File: config.mk
export PLATFORM = sky130hd
export DESIGN_NAME = proc_sequencer
export DESIGN_NICKNAME = d
export VERILOG_FILES = /design/src/rtl/proc_sequencer.sv
export SDC_FILE = /design/constraint.sdc
export NUM_CORES = 1
export LEC_CHECK = 0
export CAP_MARGIN = 10
export CORE_AREA = 2 2 71 80
export DETAILED_ROUTE_END_ITERATION = 10
export DIE_AREA = 0 0 73 82
export PLACE_DENSITY = 0.72
export SLEW_MARGIN = 10
export SYNTH_ARGS = -nofsm -noshare
export SYNTH_HDL_FRONTEND = slang
export SYNTH_SLANG_ARGS = --single-unit
File: constraint.sdc
create_clock -name CLK -period 2.2 [get_ports CLK]
set_clock_uncertainty 0.15 [all_clocks]
set_input_delay 0.33 -clock CLK [delete_from_list [all_inputs] [get_ports CLK]]
set_output_delay 0.33 -clock CLK [all_outputs]
set_load 0.05 [all_outputs]
File: src/rtl/proc_sequencer.sv
// proc_sequencer: run controller that sits upstream of instruction fetch.
// It sequences IDLE -> CLEAR -> RUN/STALL -> DONE/FAULT and counts
// cycles and instructions for the current or last run.
module proc_sequencer #(
  parameter int unsigned CLEAR_CYCLES = 1,
  parameter logic [15:0] MAX_CYCLES   = 16'd4096
) (
  input  logic        CLK,
  input  logic        reset,
  input  logic        start,
  input  logic        halt_in,
  input  logic        stall_in,
  input  logic        ack,
  output logic [1:0]  state_ctrl,
  output logic        reset_ctrl,
  output logic        busy,
  output logic        done,
  output logic        fault,
  output logic [15:0] cycle_count,
  output logic [15:0] instr_count
);

  localparam int unsigned CNT_W  = 16;
  localparam int unsigned CLR_W  = 4;
  localparam int unsigned CTRL_W = 2;

  localparam logic [CLR_W-1:0]  CLR_LOAD  = CLR_W'(CLEAR_CYCLES - 1);
  localparam logic [CNT_W-1:0]  CNT_SAT   = '1;
  localparam logic [CTRL_W-1:0] CTRL_RUN  = 2'b00;
  localparam logic [CTRL_W-1:0] CTRL_HOLD = 2'b01;
  localparam logic [CTRL_W-1:0] CTRL_HALT = 2'b10;

  typedef enum logic [2:0] {
    S_IDLE,
    S_CLEAR,
    S_RUN,
    S_STALL,
    S_DONE,
    S_FAULT
  } state_t;

  state_t             state, state_next;
  logic [CLR_W-1:0]   clr_cnt, clr_cnt_next;
  logic [CNT_W-1:0]   cycle_next, instr_next;
  logic               wd_hit;
  logic [CTRL_W-1:0]  state_ctrl_next;
  logic               reset_ctrl_next;
  logic               busy_next;
  logic               done_next;
  logic               fault_next;

  // Saturating increment; counters must never wrap.
  function automatic logic [CNT_W-1:0] sat_inc(input logic [CNT_W-1:0] v);
    return (v == CNT_SAT) ? v : v + CNT_W'(1);
  endfunction

  // Next-state, counter updates and output decode of the next state.
  always_comb begin
    state_next   = state;
    clr_cnt_next = clr_cnt;
    cycle_next   = cycle_count;
    instr_next   = instr_count;
    wd_hit       = (MAX_CYCLES != '0) && (cycle_count == MAX_CYCLES - CNT_W'(1));

    case (state)
      S_IDLE: begin
        if (start) begin
          state_next   = S_CLEAR;
          clr_cnt_next = CLR_LOAD;
          cycle_next   = '0;
          instr_next   = '0;
        end
      end
      S_CLEAR: begin
        if (clr_cnt == '0) state_next = S_RUN;
        else               clr_cnt_next = clr_cnt - CLR_W'(1);
      end
      S_RUN: begin
        cycle_next = sat_inc(cycle_count);
        if (halt_in)       state_next = S_DONE;
        else if (wd_hit)   state_next = S_FAULT;
        else if (stall_in) state_next = S_STALL;
        else               instr_next = sat_inc(instr_count);
      end
      S_STALL: begin
        // halt_in is not a valid decode while stalled, so it is ignored here
        cycle_next = sat_inc(cycle_count);
        if (wd_hit)         state_next = S_FAULT;
        else if (!stall_in) state_next = S_RUN;
      end
      S_DONE, S_FAULT: begin
        if (start) begin
          state_next   = S_CLEAR;
          clr_cnt_next = CLR_LOAD;
          cycle_next   = '0;
          instr_next   = '0;
        end else if (ack) begin
          state_next = S_IDLE;
        end
      end
      default: state_next = S_IDLE;
    endcase

    state_ctrl_next = CTRL_HOLD;
    reset_ctrl_next = 1'b0;
    busy_next       = 1'b0;
    done_next       = 1'b0;
    fault_next      = 1'b0;
    case (state_next)
      S_CLEAR: begin
        reset_ctrl_next = 1'b1;
        busy_next       = 1'b1;
      end
      S_RUN: begin
        state_ctrl_next = CTRL_RUN;
        busy_next       = 1'b1;
      end
      S_STALL: busy_next = 1'b1;
      S_DONE: begin
        state_ctrl_next = CTRL_HALT;
        done_next       = 1'b1;
      end
      S_FAULT: begin
        state_ctrl_next = CTRL_HALT;
        fault_next      = 1'b1;
      end
      default: state_ctrl_next = CTRL_HOLD;
    endcase
  end

  // State, counters and registered outputs; synchronous reset.
  always_ff @(posedge CLK) begin
    if (reset) begin
      state       <= S_IDLE;
      clr_cnt     <= '0;
      cycle_count <= '0;
      instr_count <= '0;
      state_ctrl  <= CTRL_HOLD;
      reset_ctrl  <= 1'b0;
      busy        <= 1'b0;
      done        <= 1'b0;
      fault       <= 1'b0;
    end else begin
      state       <= state_next;
      clr_cnt     <= clr_cnt_next;
      cycle_count <= cycle_next;
      instr_count <= instr_next;
      state_ctrl  <= state_ctrl_next;
      reset_ctrl  <= reset_ctrl_next;
      busy        <= busy_next;
      done        <= done_next;
      fault       <= fault_next;
    end
  end

endmodule

Yosys cells after proc, flatten, opt, wreduce, memory -nomap -nowiden
Cells that the tools add are included.
Word-level totals
  flip-flop bits (word level): 45
  input port bits: 6
  output and inout bits: 38
Cells by class
  add/sub/neg operators: 3
  eq/ne operators: 20
  multiplexer cells: 26
  reduce and logical (&&, ||, !) cells: 13
Operator list (number)
  16-bit two-way mux: 6
  16-bit case mux with 2 select lines: 2
  16-bit by 1-bit adder with 16-bit output, second input constant: 2
  16-bit == test, second input constant: 2
  3-bit two-way mux: 9
  16-bit by 12-bit == test with 1-bit output, second input constant: 1
  3-bit case mux with 5 select lines: 1
  3-bit by 2-bit == test with 1-bit output, second input constant: 4
  3-bit == test, second input constant: 4
  2-bit != test, second input constant: 6
  4-bit two-way mux: 2
  4-bit case mux with 2 select lines: 1
  3-bit by 1-bit == test with 1-bit output, second input constant: 2
  3-bit AND reduction: 2
  6-bit AND reduction: 1
  2-bit nonzero test: 3
  2-bit OR reduction: 3
  3-bit OR reduction: 2
  4-bit zero test: 1
  1-bit two-way mux: 4
  2-bit case mux with 2 select lines: 1
  4-bit by 1-bit subtractor with 4-bit output, second input constant: 1
  3-bit zero test: 1
  2-bit by 1-bit != test with 1-bit output, second input constant: 1

Logic depth before layout (Yosys ltp)
Gate-level depths: netlist of run 1.
  depth after elaboration: 7
  depth in mapped cells: 8

Least setup slack after synthesis of run 1
No wires, ideal clock.
  path type: register -> register
  start point: register cycle_count[0]
  end point: register cycle_count[9]
  arrival: 2.206 ns
  data required time: 1.989 ns
  path slack: -0.217 ns
  cell stages (with the launch flop): 8
  path buffers: 1
  period minus slack after synthesis: 2.417 ns
  cell sequence: dfxtp_1 ha_1 and3_2 and2_4 a2111o_1 buf_6 or4_1 nand2_1
Between the ends
  word-level cells in the longest chain between the ends: 3
Ends and longest elaborated chain
  start: declaration: line 19  | output logic [15:0] cycle_count,
  start signal: assignment: line 146  | cycle_count <= cycle_next;
  16-bit by 1-bit adder with 16-bit output or 16-bit == test (tied branches): line 54  | return (v == CNT_SAT) ? v : v + CNT_W'(1);
  16-bit two-way mux or 2-bit != test (tied branches)
  16-bit case mux with 2 select lines or 3-bit AND reduction (tied branches)
Parallel ways exist; a longest one is shown, timed or not. The select of a mux whose other input is x is not followed.
A chain may end at the register's enable or synchronous reset.

Worst setup path after layout of run 1
  start point: register cycle_count[0]
  end point: register cycle_count[7]
Same word-level chain as after synthesis.

==> results of run 1 <==
## worst min-delay path by stage
| stage | slack (ns) | from | depth (start not counted) | endpoint |
|---|---|---|---|---|
| 2_1_floorplan | 0.24 | reset | 1 | cycle_count[1] |
| 3_3_place_gp | 0.32 | instr_count[9] | 2 | instr_count[9] |
| 3_5_place_dp | 0.34 | instr_count[9] | 2 | instr_count[9] |
| 4_1_cts | 0.35 | instr_count[9] | 2 | instr_count[9] |
| 5_1_grt | 0.37 | instr_count[9] | 2 | instr_count[9] |
| 6_report | 0.34 | instr_count[9] | 2 | instr_count[9] |
## worst min-delay path, delay by kind of cell (launching register included)
family           cells  cell delay [ns]
muxes                1             0.05
and+or+nand+nor      1             0.06
DFF                  1             0.34
## area by class of cell
cell class | count | share of cell area (%)
inverters | 8 | 0.955
clock buffers | 8 | 2.55
flip-flops and latches | 45 | 29.2
multi-input cells | 212 | 43.8
repair buffers | 72 | 21.1
well taps | 60 | 2.39
## state kept, by name, summed over array words and instances (netlist names)
| register | flops |
|---|---|
| clr_cnt | 4 |
| done | 1 |
| cycle_count | 16 |
| state | 3 |
| state_ctrl | 2 |
| fault | 1 |
| busy | 1 |
| instr_count | 16 |
| reset_ctrl | 1 |
## per-stage QoR
| stage | setup slack, ns | setup TNS, ns | utilization, % | power [mW] | hold WS, ns |
|---|---|---|---|---|---|
| 2_1_floorplan | -0.0115 | -0.0115 | - | 1.62 | 0.239 |
| 3_3_place_gp | -0.0649 | -0.292 | 57.4 | 1.90 | 0.319 |
| 3_5_place_dp | -0.113 | -0.469 | 57.4 | 1.92 | 0.337 |
| 4_1_cts | 0.00204 | 0 | 59.6 | 2.44 | 0.348 |
| 5_1_grt | -0.00123 | -0.00123 | 60.3 | 2.57 | 0.366 |
| 6_report | 0.0741 | 0 | 60.3 | 2.43 | 0.344 |
## layout by cell type, fill, tap and decap left out, drive strengths merged, types with 2 or more instances in the layout
master         synthesis  layout
a2111o                 6       6
a2111oi                4       4
a211oi                 4       4
a21oi                 21      21
and2                   5       5
and2b                  2       2
and3                   4       4
and4                   3       3
buf                    6      29
clkbuf                 5       8
clkdlybuf4s50          0      43
dfxtp                 45      45
ha                     4       4
inv                    7       7
mux2i                  6       6
nand2                 30      30
nand2b                 6       6
nand3                 10      10
nand4                  7       7
nor2                  24      24
nor2b                  4       4
nor3                   7       7
nor4bb                 2       2
o2111ai                7       7
o211ai                 6       6
o21ai                  9       9
o31ai                  2       2
or2                    6       6
or3                    3       3
or4                    5       5
xnor2                  9       9
xor2                   3       3
## layer usage
metal / share of wire [%] / vias to the layer above / track usage (%)
met4: 1.3 / 0 / 7.41
li1: - / 1155 / -
met5: 0 / - / 0
met1: 46 / 1095 / 24.4
met2: 48 / 57 / 33.2
met3: 4.4 / 5 / 4.42
## power breakdown
part,switching (mW),total [mW],leakage [nW],internal [mW]
logic,0.580,0.972,0.684,0.393
registers,0.0648,0.966,0.370,0.901
clock network,0.267,0.493,0.0395,0.226
## timing repair
| action | in CTS | in global routing |
|---|---|---|
| buffers inserted | 4 | 1 |
| pin swaps | 2 | 4 |
| resized for setup | 2 | 6 |
| endpoints found under the setup margin | 3 | 9 |
## kinds of logic (layout without fill, tap and decap cells)
logic type / after synthesis / count (layout) / share of synthesized area (%)
simple gates: 125 / 125 / 28.8
compound gates: 65 / 65 / 19.3
flops: 45 / 45 / 38.5
buf+inv: 19 / 88 / 4.17
xor+xnor: 12 / 12 / 4.49
mux: 6 / 6 / 2.56
fa+ha+maj: 4 / 4 / 2.14
==> impl_metrics.yaml, run 1 <==
floorplanning:
  row_count: 28
  die_y_um: 82
  initial_core_util_pct: 44.9
  die_w_um: 73
  ioPinCount: 44
  fp.dieArea_um2: 5990
  core-area_um2: 5220
logic_synthesis:
  yosys.cell_count.top_type: "dfxtp_1"
  synth_top_area_cell: "dfxtp_1"
  synth_area_um2: 2340
  synth_top_area_share_pct: 38.5
  synthTopCellsByCount: "dfxtp_1, nand2_1, nor2_1"
  synth_seq_cells: 45
  synth_cells: 276
  syn_nets: 286
  synth-edff-count: 0
  async_flop_share_pct: 0
  synthDistinctLibCells: 50
  ys_seq_area_share_pct: 38.5
  yosysWarningCount: 0
  ys.flop_type: "dfxtp_1"
  ys_top_cells_by_area: "dfxtp_1, nand2_1, a21oi_1"
  syn_area_per_cell_um2: 8.49
setup_path:
  cp.buffers_inverters: 1
  cp.arrival_ns: 2.20
  cp_max_fo: 6
  crit_start: "cycle_count[0]"
  required_ns: 2.28
  path_class: "register to register"
  rr_worst_depth: 7
  worst-path-stages: 7
  reg2reg_slack_ns: 0.07
  setup.worst_path.end: "cycle_count[7]"
  worst_setup_path_start_kind: "register"
  r2r_start: "cycle_count[0]"
  r2r_end: "cycle_count[7]"
  end_kind: "register"
  crit_chain: "ha_4 > and3_4 > and2_4 > a2111o_1 > buf_6 > or3_1 > a21oi_1"
  cp_slowest_cell: "a2111o_1"
  cp_top_family: "simple AND/OR/NAND/NOR gates"
  worst_path_largest_cell_delay_ns: 0.45
finish:
  drive_gt1_share_pct: 17.4
  fin_nets: 354
  diodes: 0
  multi_input_area_um2: 1380
  area_growth_pct: 34.3
  final_cells: 405
  seq_area_um2: 917
  fin_area_um2: 3150
  fill_cells: 468
detailed_routing:
  viasPerCell: 5.71
  first_pass_iters: 4
  post_drt_wl_per_cell_um: 14.1
  drc_errors: 0
  vias: 2312
  ant_nets: 0
  drtIter0Drc: 97
  drt-total-wl_um: 5700
clock_network:
  cts_tree: "built"
  clock-sinks: 45
  clk_pin_slew_ns: 0.08
  postCtsHoldBufs: 0
  cts_max_level: 2
  clock_latency_ns: 0.30
  root_buffer: "clkbuf_8"
  clk_path_buf_depth: 2
  numCtsBuffers: 5
worst_hold_path:
  min_path_type: "register to register"
place:
  portBuffers: 43
  placed_area_um2: 3000
  gp_congestion: 0.890
  dp_hpwl_um: 4170
  dp_cells: 392
global_route:
  grt_pass1_wl_um: 9310
  grt-ovfl-total: 0
  grt_pass1_vias: 2097
  grt.total_usage_pct: 19.7
  grt_max_degree: 25
  antenna_found_initial: 0
timing:
  max_freq_ghz: 0.470
  worst_pin_slew_ns: 0.725
  fin_crit_sh_pct: 96.6
  finalSetupViolCount: 0
  relSlewSlack_pct: 51.5
  drv_slew: 0
  min_period_ns: 2.13
  hold_viol: 0
power:
  power_density_nw_per_um2: 773
  ir_drop_mv: 0.644
  power.leakage_nw: 1.09
run:
  drv_cap: 0
run_status:
  status: "finished, final reports clean"
Note: power is estimated with default switching activity, not from simulation.
==> run 2, diff against run 1 <==
--- a/config.mk
+++ b/config.mk
@@ -10,6 +10,7 @@
 export DETAILED_ROUTE_END_ITERATION = 10
 export DIE_AREA = 0 0 73 82
 export PLACE_DENSITY = 0.72
+export REMOVE_ABC_BUFFERS = 1
 export SLEW_MARGIN = 10
 export SYNTH_ARGS = -nofsm -noshare
 export SYNTH_HDL_FRONTEND = slang
==> run 2 against run 1 <==
  * Hold slack hardly changed
  * Non-clock buffer count is 4 higher
  * Highest routed layer unchanged
  * Sequential cell count stayed put
  * Power is 3.0% higher
  * Clock power is 16% higher
  * Critical path depth is 1 lower
  * Largest cell class unchanged
  * Register-to-register slack hardly changed
  * Cell area is 1.4% higher
  * Combinational power is 1% lower
  * Critical endpoint is now cycle_count[15]
  * Final cell count is 1.2% higher
==> impl_metrics.yaml, run 2 (synthesis results as in run 1) <==
setup_path:
  worst_path_largest_cell_delay_ns: 0.51
  cp_slowest_cell: "or4_1"
  cp.arrival_ns: 2.21
  end_kind: "register"
  worst_setup_path_start_kind: "register"
  cp_max_fo: 5
  cp.buffers_inverters: 0
  required_ns: 2.29
  crit_chain: "ha_4 > and3_4 > and2_4 > a2111o_1 > or4_1 > a21oi_1"
  cp_top_family: "simple AND/OR/NAND/NOR gates"
  path_class: "register to register"
floorplanning:
  die_w_um: 73
  core-area_um2: 5220
  row_count: 28
  initial_core_util_pct: 44.9
  ioPinCount: 44
  die_y_um: 82
  fp.dieArea_um2: 5990
finish:
  biggestRegsByFlops: "cycle_count x16, instr_count x16, clr_cnt x4"
  mostFrequentLayoutCells: "clkdlybuf4s50_1, dfxtp_1, buf_4"
  final_common_cell: "clkdlybuf4s50_1"
  area_growth_pct: 36.2
  drive_gt1_share_pct: 16.6
  diodes: 0
  fin_nets: 359
clock_network:
  numCtsBuffers: 5
  clock-sinks: 45
  clk_path_buf_depth: 2
  clk_pin_slew_ns: 0.08
  clock_latency_ns: 0.31
  postCtsHoldBufs: 0
  root_buffer: "clkbuf_8"
  cts_tree: "built"
  cts_max_level: 2
power:
  total_power_mw: 2.50
  power_density_nw_per_um2: 785
  power.leakage_nw: 1.13
  ir_drop_mv: 0.509
timing:
  fin_crit_sh_pct: 96.3
  relSlewSlack_pct: 66.2
  drv_slew: 0
  max_freq_ghz: 0.472
  min_period_ns: 2.12
  hold_viol: 0
  finalSetupViolCount: 0
  worst_pin_slew_ns: 0.494
  setup_slack_ns: 0.0805
  grt_setup_unrepaired: "true"
global_route:
  antenna_found_initial: 0
  grt-ovfl-total: 0
  grt_pass1_vias: 2189
  grt_pass1_wl_um: 9520
  grt_max_degree: 35
  grt.total_usage_pct: 20.1
place:
  dpl_worst_slack_ns: -0.0857
  dp_hpwl_um: 4210
  portBuffers: 43
  gp_congestion: 0.825
detailed_routing:
  drt-total-wl_um: 5800
  ant_nets: 0
  viasPerCell: 5.73
  drc_errors: 0
  post_drt_wl_per_cell_um: 14.1
  drtIter0Drc: 96
  vias: 2350
  first_pass_iters: 4
worst_hold_path:
  min_path_type: "register to register"
run:
  drv_cap: 0
run_status:
  status: "finished, final reports clean"
run 2: worst min-delay path, stage by stage (launching register included):
cell	delay, ns
dfxtp_1	0.34
nand2_1	0.06
mux2i_1	0.05
run 2: report_power, final:
part	leakage [nW]	switching, mW	total [mW]	internal, mW
sequential	0.366	0.0717	0.972	0.900
clock	0.0542	0.290	0.574	0.284
combinational	0.709	0.569	0.958	0.389
total	1.13	0.931	2.50	1.57
run 2: what timing repair did:
item / CTS / global route
endpoints found under the setup margin: 1 / 6
cloned: 1 / 0
resized for setup: 0 / 7
pin swaps: 1 / 3
setup buffers: 0 / 1
run 2: through the flow:
stage                     std cells  hold slack, ns  util (%)  area [µm²]  TNS [ns]
final                           410           0.344      61.1        3190         0
after global routing            410           0.359      61.1        3190    -0.121
after CTS                       409           0.347      60.6        3160         0
after detailed placement        400           0.336      58.4        3050    -0.468
after global placement          400           0.326      58.4        3050    -0.253
after floorplan                 265           0.249         -        2270     -4.84
run 2: final timing paths:
path	startpoint	end	slack, ns	depth (start not counted)
worst max-delay path	cycle_count[0]	cycle_count[15]	0.08	6
worst min-delay path	instr_count[14]	instr_count[14]	0.34	2
worst max register to register	cycle_count[0]	cycle_count[15]	0.08	6
worst min register to register	instr_count[14]	instr_count[14]	0.34	2
run 2: cell type report:
| type | count | area [µm²] |
|---|---|---|
| fill | 484 | 2030 |
| sequential | 45 | 905 |
| tap | 60 | 75.1 |
| inverter | 8 | 30.0 |
| clock inverter | 1 | 5.00 |
| clock buffer | 7 | 96.3 |
| multi-input combinational | 213 | 1380 |
| timing repair buffer | 76 | 703 |
run 2: metal layers:
metal / part of all wire (%) / GRT usage, % / vias up
li1: - / - / 1162
met4: 1.9 / 10.2 / 0
met1: 46 / 23.4 / 1110
met2: 48 / 34.4 / 67
met3: 4.1 / 4.54 / 11
met5: 0 / 0 / -
==> run 3, diff against run 2 <==
--- a/config.mk
+++ b/config.mk
@@ -7,6 +7,7 @@
 export LEC_CHECK = 0
 export CAP_MARGIN = 10
 export CORE_AREA = 2 2 71 80
+export CTS_CLUSTER_SIZE = 10
 export DETAILED_ROUTE_END_ITERATION = 10
 export DIE_AREA = 0 0 73 82
 export PLACE_DENSITY = 0.72
==> results of run 3 <==
No change in the layout: final DEF, timing and power equal those of run 2.
